### src/rtl/nn_mem_loader.sv
`default_nettype none
// ============================================================================
// Module      : nn_mem_loader
// Description : Stream-to-BRAM loader that fills network memory (weights,
//               biases, inputs) from a valid/ready word stream ahead of a
//               neuron-calculation pass.
//               Optional macro NN_LOADER_CHECKSUM_EN adds a running checksum
//               and a trailer word that is compared against it.
// Revision    : 1.0 - initial release
// ============================================================================
`timescale 1ns/1ps

module nn_mem_loader #(
    parameter  int ADDR_LEN = 4,
    parameter  int DATA_LEN = 32,
    localparam int AW       = (ADDR_LEN > 1) ? $clog2(ADDR_LEN) : 1
) (
    input  logic                clk_i,
    input  logic                reset_i,
    input  logic                start_i,
    input  logic [AW-1:0]       base_addr_i,
    input  logic [AW:0]         count_i,
    input  logic                abort_i,
    input  logic                s_valid_i,
    input  logic [DATA_LEN-1:0] s_data_i,
    output logic                s_ready_o,
    output logic                ram_wr_ena_o,
    output logic [AW-1:0]       ram_wr_addr_o,
    output logic [DATA_LEN-1:0] ram_wr_data_o,
    output logic                busy_o,
    output logic                done_o,
    output logic                err_o,
    output logic [31:0]         csum_o
);

    localparam logic [1:0] c_ST_IDLE    = 2'd0;
    localparam logic [1:0] c_ST_LOAD    = 2'd1;
    localparam logic [1:0] c_ST_TRAILER = 2'd2;

`ifdef NN_LOADER_CHECKSUM_EN
    localparam logic c_CSUM_EN = 1'b1;
`else
    localparam logic c_CSUM_EN = 1'b0;
`endif

    localparam logic [AW+1:0] c_DEPTH = ADDR_LEN[AW+1:0];
    localparam logic [AW:0]   c_ONE   = {{AW{1'b0}}, 1'b1};

    logic [1:0]          r_state;
    logic [1:0]          w_state_nxt;
    logic [AW-1:0]       r_addr;
    logic [AW:0]         r_remain;
    logic                r_wr_ena;
    logic [AW-1:0]       r_wr_addr;
    logic [DATA_LEN-1:0] r_wr_data;
    logic                r_busy;
    logic                r_done;
    logic                r_err;
    logic [31:0]         r_csum;

    logic                w_ready;
    logic                w_data_hs;
    logic                w_trl_hs;
    logic                w_start_acc;
    logic [AW+1:0]       w_end;
    logic                w_range_err;
    logic                w_empty;
    logic                w_last;
    logic                w_done_nxt;
    logic                w_busy_nxt;

    // Range check is done one bit wider than count so base+count cannot wrap.
    assign w_end       = {2'b00, base_addr_i} + {1'b0, count_i};
    assign w_range_err = (w_end > c_DEPTH);
    assign w_empty     = (count_i == '0);
    assign w_last      = (r_remain == c_ONE);
    assign w_start_acc = (r_state == c_ST_IDLE) && start_i && !abort_i;

    // ---------------- state register ----------------
    always_ff @(posedge clk_i or posedge reset_i) begin
        if (reset_i) begin
            r_state <= c_ST_IDLE;
        end else begin
            r_state <= w_state_nxt;
        end
    end

    // ---------------- next-state logic ----------------
    always_comb begin
        w_state_nxt = r_state;
        case (r_state)
            c_ST_IDLE: begin
                if (w_start_acc && !w_range_err) begin
                    if (w_empty) begin
                        w_state_nxt = c_CSUM_EN ? c_ST_TRAILER : c_ST_IDLE;
                    end else begin
                        w_state_nxt = c_ST_LOAD;
                    end
                end
            end
            c_ST_LOAD: begin
                if (abort_i) begin
                    w_state_nxt = c_ST_IDLE;
                end else if (w_data_hs && w_last) begin
                    w_state_nxt = c_CSUM_EN ? c_ST_TRAILER : c_ST_IDLE;
                end
            end
            c_ST_TRAILER: begin
                if (abort_i || w_trl_hs) begin
                    w_state_nxt = c_ST_IDLE;
                end
            end
            default: w_state_nxt = c_ST_IDLE;
        endcase
    end

    // ---------------- output / strobe logic ----------------
    // Abort gates ready combinationally so no word is consumed in the abort cycle.
    always_comb begin
        w_ready    = (r_state != c_ST_IDLE) && !abort_i;
        w_data_hs  = w_ready && s_valid_i && (r_state == c_ST_LOAD);
        w_trl_hs   = w_ready && s_valid_i && (r_state == c_ST_TRAILER);
        w_done_nxt = (w_start_acc && (w_range_err || (w_empty && !c_CSUM_EN)))
                   || (w_data_hs && w_last && !c_CSUM_EN)
                   || w_trl_hs;
        w_busy_nxt = w_start_acc || ((r_state != c_ST_IDLE) && !abort_i);
    end

    assign s_ready_o = w_ready;

    // ---------------- datapath ----------------
    always_ff @(posedge clk_i or posedge reset_i) begin
        if (reset_i) begin
            r_addr    <= '0;
            r_remain  <= '0;
            r_wr_ena  <= 1'b0;
            r_wr_addr <= '0;
            r_wr_data <= '0;
            r_busy    <= 1'b0;
            r_done    <= 1'b0;
            r_err     <= 1'b0;
            r_csum    <= '0;
        end else begin
            r_wr_ena <= w_data_hs;
            r_done   <= w_done_nxt;
            r_busy   <= w_busy_nxt;
            if (w_start_acc) begin
                r_addr   <= base_addr_i;
                r_remain <= count_i;
                r_err    <= w_range_err;
                r_csum   <= '0;
            end else if (w_data_hs) begin
                r_wr_addr <= r_addr;
                r_wr_data <= s_data_i;
                r_addr    <= r_addr + 1'b1;
                r_remain  <= r_remain - 1'b1;
`ifdef NN_LOADER_CHECKSUM_EN
                r_csum    <= r_csum + 32'(s_data_i);
`endif
            end
`ifdef NN_LOADER_CHECKSUM_EN
            if (w_trl_hs) begin
                r_err <= (32'(s_data_i) != r_csum);
            end
`endif
        end
    end

    assign ram_wr_ena_o  = r_wr_ena;
    assign ram_wr_addr_o = r_wr_addr;
    assign ram_wr_data_o = r_wr_data;
    assign busy_o        = r_busy;
    assign done_o        = r_done;
    assign err_o         = r_err;
    assign csum_o        = r_csum;

endmodule

`default_nettype wire

### config.mk
export PLATFORM = sky130hd
export DESIGN_NAME = nn_mem_loader
export DESIGN_NICKNAME = d
export VERILOG_FILES = /design/src/rtl/nn_mem_loader.sv
export SDC_FILE = /design/constraint.sdc
export NUM_CORES = 1
export LEC_CHECK = 0
export CAP_MARGIN = 20
export CORE_ASPECT_RATIO = 1.1
export CORE_MARGIN = 5
export CORE_UTILIZATION = 25
export CTS_CLUSTER_SIZE = 14
export DETAILED_ROUTE_END_ITERATION = 16
export DONT_BUFFER_PORTS = 1
export SYNTH_ARGS = -nofsm -noshare
export SYNTH_HDL_FRONTEND = slang
export SYNTH_SLANG_ARGS = --single-unit
### constraint.sdc
create_clock -name clk_i -period 1.35 [get_ports clk_i]
set_input_delay 0.0675 -clock clk_i [delete_from_list [all_inputs] [get_ports clk_i]]
set_output_delay 0.0675 -clock clk_i [all_outputs]
set_load 0.005 [all_outputs]
# --- Yosys cells after proc, flatten, opt, wreduce, memory -nomap -nowiden ---
# Cells that the tools add are included.
totals:
  ff_bits: 45
  in_bits: 42
  out_inout_bits: 71
  word_cells: 52
classes:
  add_sub_neg: 3
  order_cmp: 1
  eq_ne: 6
  muxes: 10
  n_bitwise: 1
  n_reduce_logical: 22
ops:
  columns: ["op", "count"]
  rows:
  - ["two-way mux 2 bit", 6]
  - ["logical AND 1 bit", 9]
  - ["two-way mux 3 bit", 2]
  - ["one-hot mux 2 bit (3 select lines)", 1]
  - ["logical OR 1 bit", 5]
  - ["adder 2 x 3 -> 4 bit", 1]
  - ["> comparator 4 x 3 -> 1 bit (second input constant)", 1]
  - ["nonzero test 2 bit", 2]
  - ["== test 3 x 1 -> 1 bit (second input constant)", 1]
  - ["zero test 3 bit", 1]
  - ["inequality test 3 bit (second input constant)", 1]
  - ["AND reduction 3 bit", 1]
  - ["subtractor 3 x 1 -> 3 bit (second input constant)", 1]
  - ["adder 2 x 1 -> 2 bit (second input constant)", 1]
  - ["== test 2 x 1 -> 1 bit (second input constant)", 1]
  - ["== test 2 bit (second input constant)", 1]
  - ["zero test 1 bit", 2]
  - ["zero test 2 bit", 1]
  - ["inequality test 2 x 1 -> 1 bit (second input constant)", 1]
  - ["inequality test 2 bit (second input constant)", 1]
  - ["AND reduction 2 bit", 1]
  - ["two-way mux 1 bit", 1]
  - ["NOT 1 bit", 1]

# --- Longest topological paths before layout ---
# Gate-level depths: netlist of the first run.
depth:
  depth_word: 8
  ltp_mapped: 5
  ltp_nobuf: 5

# --- Worst setup path before layout of the first run ---
# No wires, ideal clock.
synth_timing:
  path_kind: "input -> register"
  from: "input base_addr_i[0]"
  to: "register r_state[0]"
  setup_time_ns: 0.068
  t_arrival_ns: 1.265
  required_ns: 1.282
  setup_slack_ns: 0.018
  stages: 5
  path_buffers: 0
  path_cell_list: "ha_1 fa_1 o22a_1 a22oi_1 a32o_1"
synth_between:
  elab_chain_cells: 6
synth_rtl:
  columns: ["element", "line", "source"]
  rows:
  - ["from (decl)", "21", "input logic [AW-1:0] base_addr_i,"]
  - ["adder 2 x 3 -> 4 bit", "73", "assign w_end = {2'b00, base_addr_i} + {1'b0, count_i};"]
  - ["> comparator 4 x 3 -> 1 bit", "74", "assign w_range_err = (w_end > c_DEPTH);"]
  - ["zero test 1 bit", "93", "if (w_start_acc && !w_range_err) begin"]
  - ["logical AND 1 bit", "93", null]
  - ["inequality test 2 x 1 -> 1 bit (no line)", null, null]
  - ["AND reduction 3 bit (no line)", null, null]
  - ["to (signal assigned)", "82", "r_state <= c_ST_IDLE;"]
  - ["to (signal assigned)", "84", "r_state <= w_state_nxt;"]
  - ["to (decl)", "49", "logic [1:0] r_state;"]
# No other way between the ends.
# A chain may end at the register's enable or synchronous reset.

# --- Final worst setup path of the first run ---
layout_timing:
  from: "register r_state[0]"
  to: "register r_wr_data[12], in the netlist ram_wr_data_o[12]"
layout_between:
  elab_chain_cells: 5
  elab_cells_between_ends: 10
  classes_between: "eq/ne: 1; bitwise: 1; reduce/logical: 8"
layout_rtl:
  columns: ["element", "line", "source"]
  rows:
  - ["nonzero test 2 bit / zero test 2 bit (equally long branches)", "120, 77", null]
  - ["logical AND 1 bit, on equally long branches", "120, 77", null]
  - ["logical AND 1 bit, on equally long branches", "121, 77", null]
  - ["logical AND 1 bit / NOT 1 bit (equally long branches)", null, null]
  - ["AND reduction 2 bit (no line) *", null, null]
  - ["to (signal assigned)", "154", "r_wr_data <= s_data_i;"]
  - ["to (decl)", "55", "logic [DATA_LEN-1:0] r_wr_data;"]
# Mark *: on every way between the ends. The rest lies on a longest branch, timed or not.

==> results of run 1 <==
[power by group]
group | total (mW) | internal [mW] | switching, mW
Combinational | 0.791 | 0.513 | 0.278
Clock | 0.860 | 0.456 | 0.405
Sequential | 2.21 | 1.82 | 0.386
[state kept, by name, summed over array words and instances (netlist names)]
register / cells
ram_wr_ena_o: 1
r_remain: 3
ram_wr_addr_o: 2
r_addr: 2
done_o: 1
r_state: 1
ram_wr_data_o: 32
err_o: 1
busy_o: 1
[area by class of cell]
type	instances	area, µm²	area share, %
tap	111	138.9	5.288
clock buffer	7	96.34	3.668
inverter	6	22.52	0.8576
timing repair buffer	47	480.5	18.29
multi-input combinational	103	787.0	29.97
sequential	44	1101	41.92
[path summary, 6_finish.rpt]
path	to	slack, ps	cells past startpoint	start
max reg2reg	ram_wr_data_o[12]$_DFFE_PP0P_	30	3	r_state[0]$_DFFE_PP0P_
max	ram_wr_data_o[12]$_DFFE_PP0P_	30	3	r_state[0]$_DFFE_PP0P_
max in group asynchronous	ram_wr_data_o[14]$_DFFE_PP0P_	550	3	reset_i
min reg2reg	ram_wr_data_o[9]$_DFFE_PP0P_	540	1	ram_wr_data_o[9]$_DFFE_PP0P_
min	ram_wr_addr_o[0]$_DFFE_PP0P_	20	2	abort_i
min in group asynchronous	ram_wr_data_o[19]$_DFFE_PP0P_	240	2	reset_i
[per-stage QoR]
stage               worst slack [ps]  instances
floorplan                      17.73        191
global placement              -52.72        270
detailed placement            -94.93        270
CTS                            4.752        318
global route                  -27.55        318
finish                         27.29        318
[kinds of logic (layout without fill, tap and decap cells)]
| group | count (synthesis) | in the layout |
|---|---|---|
| adder cells (fa/ha/maj) | 5 | 5 |
| buffers and inverters | 44 | 60 |
| multiplexers | 35 | 35 |
| XOR/XNOR | 3 | 3 |
| flip-flops | 44 | 44 |
| AO/OA/AOI/OAI | 13 | 13 |
| other | 1 | 32 |
| AND/OR/NAND/NOR | 15 | 15 |
[critical path: cells and delay by family, from the launching register on]
family,cells,cell delay [ps]
buf+inv,1,180
flops,1,410
mux,1,350
simple gates,1,260
[cells in the final DEF (no fill, tap or decap), types with 2 or more instances in the layout]
cell           Yosys  final
a32oi_1            2      2
buf_4             32      4
nand2_1            5      5
dfrtp_1           44     44
clkbuf_8           0      7
mux2_2            34     32
buf_12             0      2
dlygate4sd3_1      0     41
o21ai_0            5      5
xnor2_1            2      2
inv_1              6      5
ha_1               4      4
conb_1             1     32
nor2_1             3      3
mux2_4             0      2
[what timing repair did]
| item | CTS | global route |
|---|---|---|
| resized for setup | 0 | 2 |
| endpoints found under the hold margin | 59 | 0 |
| endpoints found under the setup margin | 0 | 35 |
| hold buffers | 41 | 0 |
[routing by layer]
layer,vias to the layer above,GRT usage [%]
met4,0,4.213
met1,592,9.555
li1,571,-
met2,66,14.35
met3,5,3.905
met5,-,0
==> results.yml, run 1 <==
run_status:
  status: "finished clean"
logic_synthesis:
  synth_compound_area_share_pct: 4.317
  synth.distinct_cells: 29
  synth.area.top_cells: "dfrtp_1 53%, mux2_2 18%, buf_4 12%"
  synthXorXnorAreaFrac_pct: 1.259
  synth_area_per_cell_um2: 13.04
  synth_top_family_by_area: "multiplexers"
  syn-cell-area_mm2: 0.002087
  synth-edff-count: 0
  synth_top_area_cell: "dfrtp_1"
  muxShareOfSynthArea_pct: 18.82
  yosysSeqAreaShare_pct: 52.76
  async_reset_ff_share_pct: 100.0
  yosys.area_share.simple_pct: 3.777
  ys_top_cells_by_count: "44 x dfrtp_1, 34 x mux2_2, 32 x buf_4"
  synth_top_area_share_pct: 52.76
  yosysMostFrequentCell: "dfrtp_1"
  postSynthCellCount: 160
  synth-adder-area-share_pct: 3.357
  synth_seq_cells: 44
  synth_ff_type: "dfrtp_1"
  yosys_warnings: 0
finish:
  n_fill_cell: 808
  nets: 254
  fin_area_mm2: 0.002626
  fin_util_pct: 31.73
  synthToLayoutAreaGrowth_pct: 25.84
  antennaDiodeCount: 0
  layout-drive-gt1-share_pct: 23.67
timing:
  rsz0062_at_grt: "yes"
  slew_viol_final: 0
  period_needed_ps: 1323
  fmax_mhz: 756.0
  finalHoldViolCount: 0
  hold_ws_ps: 19.69
  post-route-period-util_pct: 97.98
  setup_viol: 0
  finalSetupTns_ps: 0
  skew_ps: 5.440
die:
  start_util_pct: 25.22
  chipHeight_um: 105.8
  rows: 35
  ioPinCount: 113
  core_mm2: 0.008277
  dieArea_mm2: 0.01028
  die_x_um: 97.12
detailed_routing:
  drc: 0
  wl_met2_um: 2175
  top_layer_used: "met4"
  num_vias: 1234
  vias_per_cell: 3.881
  drtPass1Iterations: 2
  met3_length_um: 473
  drt-total-wl_um: 4348
  ant_nets: 0
  drtIter0Drc: 8
  wl_met1_um: 1608
  wl_per_cell_um: 13.67
grt:
  overflow: 0
  grt_use_total_pct: 8.716
  grt_pass1_vias: 1280
  grt_antenna_before_repair: 0
  grt_pass1_wl_um: 7079
  grt_max_degree: 23
cts:
  cts_setup_buffers: 0
  cts_tree: "built"
  cts.path.max_buffers: 2
  root_buffer: "clkbuf_8"
  clock-sinks: 44
  clk_pin_slew_ps: 80
  htree_levels: 2
  clk_latency_ps: 280
  numCtsBuffers: 5
setup_path:
  critPathSlowestCell: "dfrtp_1"
  start_kind: "flip-flop"
  required_ps: 1520
  setup.worst_path.class: "flip-flop to flip-flop"
  crit_chain: "and3b_2 > buf_12 > mux2_2"
  end_kind: "flip-flop"
  worstPathArrival_ps: 1490
  crit_path_max_fanout: 22
  cp_slowest_stage_delay_ps: 410
power_and_ir_drop:
  leakagePower_nw: 1.179
  power_density_mw_per_mm2: 1470
  ir_worst_vdd_v: 0.0003434
  power_mw: 3.862
place:
  place_area_mm2: 0.002112
  io_buffers: 0
  hpwl_um: 3176
  gp_congestion: 0.7096
worst_hold_path:
  hold_class: "input port to flip-flop"
run:
  maxCapViolCount: 0
Note: power is estimated with default switching activity, not from simulation.
==> run 2, diff against run 1 <==
- CORE_UTILIZATION: 25 -> 40
- GPL_ROUTABILITY_DRIVEN: unset -> 0
==> results.yml, run 2 (same netlist as run 1, synthesis figures left out) <==
cts:
  numCtsBuffers: 5
  clock-sinks: 44
  root_buffer: "clkbuf_8"
  cts.path.max_buffers: 2
  htree_levels: 2
  clk_pin_slew_ps: 70
  cts_tree: "built"
  clk_latency_ps: 280
grt:
  overflow: 0
  grt_pass1_wl_um: 6637
  grt_use_total_pct: 12.52
  grt_pass1_vias: 1362
  grt_max_degree: 45
  grt_antenna_before_repair: 0
die:
  ioPinCount: 113
  start_util_pct: 41.46
  dieArea_mm2: 0.006764
  rows: 27
  core_mm2: 0.005034
  die_x_um: 78.87
  chipHeight_um: 85.76
timing:
  worst_pin_slew_ps: 539.5
  slew_viol_final: 0
  rsz0062_at_grt: "yes"
  skew_ps: 5.757
  finalHoldViolCount: 0
  post-route-period-util_pct: 97.93
  setup_viol: 0
  period_needed_ps: 1322
  fmax_mhz: 756.4
  max_slew_margin_pct: 64.04
power_and_ir_drop:
  power_density_mw_per_mm2: 1482
  switchingPower_mw: 1.048
  p_seq_share_pct: 58.1
  power_mw: 3.796
  power_frac_clock_pct: 21.0
  ir_worst_vdd_v: 0.0004961
  leakagePower_nw: 1.172
  intPower_mw: 2.748
  comb_power_share_pct: 20.9
  power_switching_share_pct: 27.60
finish:
  final_common_cell: "dfrtp_1"
  n_fill_cell: 440
  layout-drive-gt1-share_pct: 23.92
  antennaDiodeCount: 0
  final_cell_mix: "44 x dfrtp_1, 41 x dlygate4sd3_1, 34 x mux2_2, 32 x conb_1, 6 x clkbuf_8"
  largest_reg_flops: 32
  nets: 255
  fin_area_mm2: 0.002561
  multi_input_area_um2: 787.0
  seqCellArea_mm2: 0.001101
  synthToLayoutAreaGrowth_pct: 22.72
place:
  io_buffers: 0
  place_area_mm2: 0.002046
  hpwl_um: 2975
setup_path:
  cp_slowest_stage_delay_ps: 540
  setup.worst_path.class: "flip-flop to flip-flop"
  crit_path_max_fanout: 4
  critPathSlowestCell: "dlygate4sd3_1"
  crit_chain: "buf_4 > nor2_2 > nor2_1 > dlygate4sd3_1"
  end_kind: "flip-flop"
  worstPathArrival_ps: 1490
  required_ps: 1520
  start_kind: "flip-flop"
detailed_routing:
  drt-total-wl_um: 4203
  vias_per_cell: 4.607
  drc: 0
  num_vias: 1230
  drtIter0Drc: 14
  wl_per_cell_um: 15.74
  ant_nets: 0
  drtPass1Iterations: 3
run_status:
  status: "finished clean"
run:
  maxCapViolCount: 0
worst_hold_path:
  hold_class: "input port to flip-flop"
## run 2: changes by cell type in the layout (fill, tap and decap cells not counted)
cell / previous run / this run
nor2_1: 3 / 2
clkbuf_1: 0 / 2
mux2_2: 32 / 34
inv_2: 1 / 0
nor3b_1: 1 / 0
clkbuf_8: 7 / 6
buf_4: 4 / 5
nor3b_2: 0 / 1
clkinv_1: 0 / 1
mux2_4: 2 / 0
nor2_2: 0 / 1
## run 2: layout make-up
cell class | count | share of cell area [%]
sequential | 44 | 42.99
multi-input combinational | 103 | 30.73
timing repair buffer | 48 | 19.05
clock buffer | 8 | 3.517
tap | 58 | 2.833
inverter | 6 | 0.8793
## run 2: what timing repair did
item                                   in CTS  in global routing
setup buffers                               0                  1
setup endpoints to repair                   0                 19
endpoints found under the hold margin      83                  0
resized for setup                           0                  2
hold buffers                               41                  0
## run 2: metrics by stage
| step | cells | setup TNS, ps | hold WS, ps | worst slack [ps] | utilization (%) |
|---|---|---|---|---|---|
| floorplan | 191 | 0 | 133.9 | 17.73 | - |
| global placement | 217 | -46.30 | 105.5 | -36.65 | 40.64 |
| detailed placement | 217 | -258.1 | 130.1 | -105.7 | 40.64 |
| CTS | 266 | 0 | 8.760 | 19.81 | 50.58 |
| global route | 267 | -6.487 | 27.36 | -6.487 | 50.88 |
| finish | 267 | 0 | 18.83 | 27.96 | 50.88 |
## run 2: power groups by stage
stage	clock network [mW]	logic (mW)	registers (mW)
floorplan	0	0.662	2.12
global placement	0	0.663	2.23
detailed placement	0	0.702	2.25
CTS	0.855	0.799	2.22
global route	0.901	0.903	2.27
finish	0.797	0.794	2.21
## run 2: critical path: cells and delay by family (launching register included)
family        cells  cell delay (ps)
simple gates      2              130
buf+inv           2              690
flops             1              390
## run 2: path summary, 6_finish.rpt
path                                               start                             to  slack (ps)  cells after the start
setup / recovery                  r_state[0]$_DFFE_PP0P_               busy_o$_DFF_PP0_          30                      4
hold / removal                                 s_valid_i   ram_wr_addr_o[0]$_DFFE_PP0P_          20                      2
setup reg to reg                  r_state[0]$_DFFE_PP0P_               busy_o$_DFF_PP0_          30                      4
hold reg to reg            ram_wr_data_o[17]$_DFFE_PP0P_  ram_wr_data_o[17]$_DFFE_PP0P_         540                      1
max in group asynchronous                        reset_i  ram_wr_data_o[27]$_DFFE_PP0P_         600                      3
min in group asynchronous                        reset_i   ram_wr_data_o[8]$_DFFE_PP0P_         380                      3
## run 2: per-layer routing
metal	wire length, µm	GRT usage, %	vias to the layer above
li1	-	-	569
met1	1425	12.69	586
met2	2220	22.86	69
met3	485	4.832	6
met4	72	5.156	0
met5	0	0	-
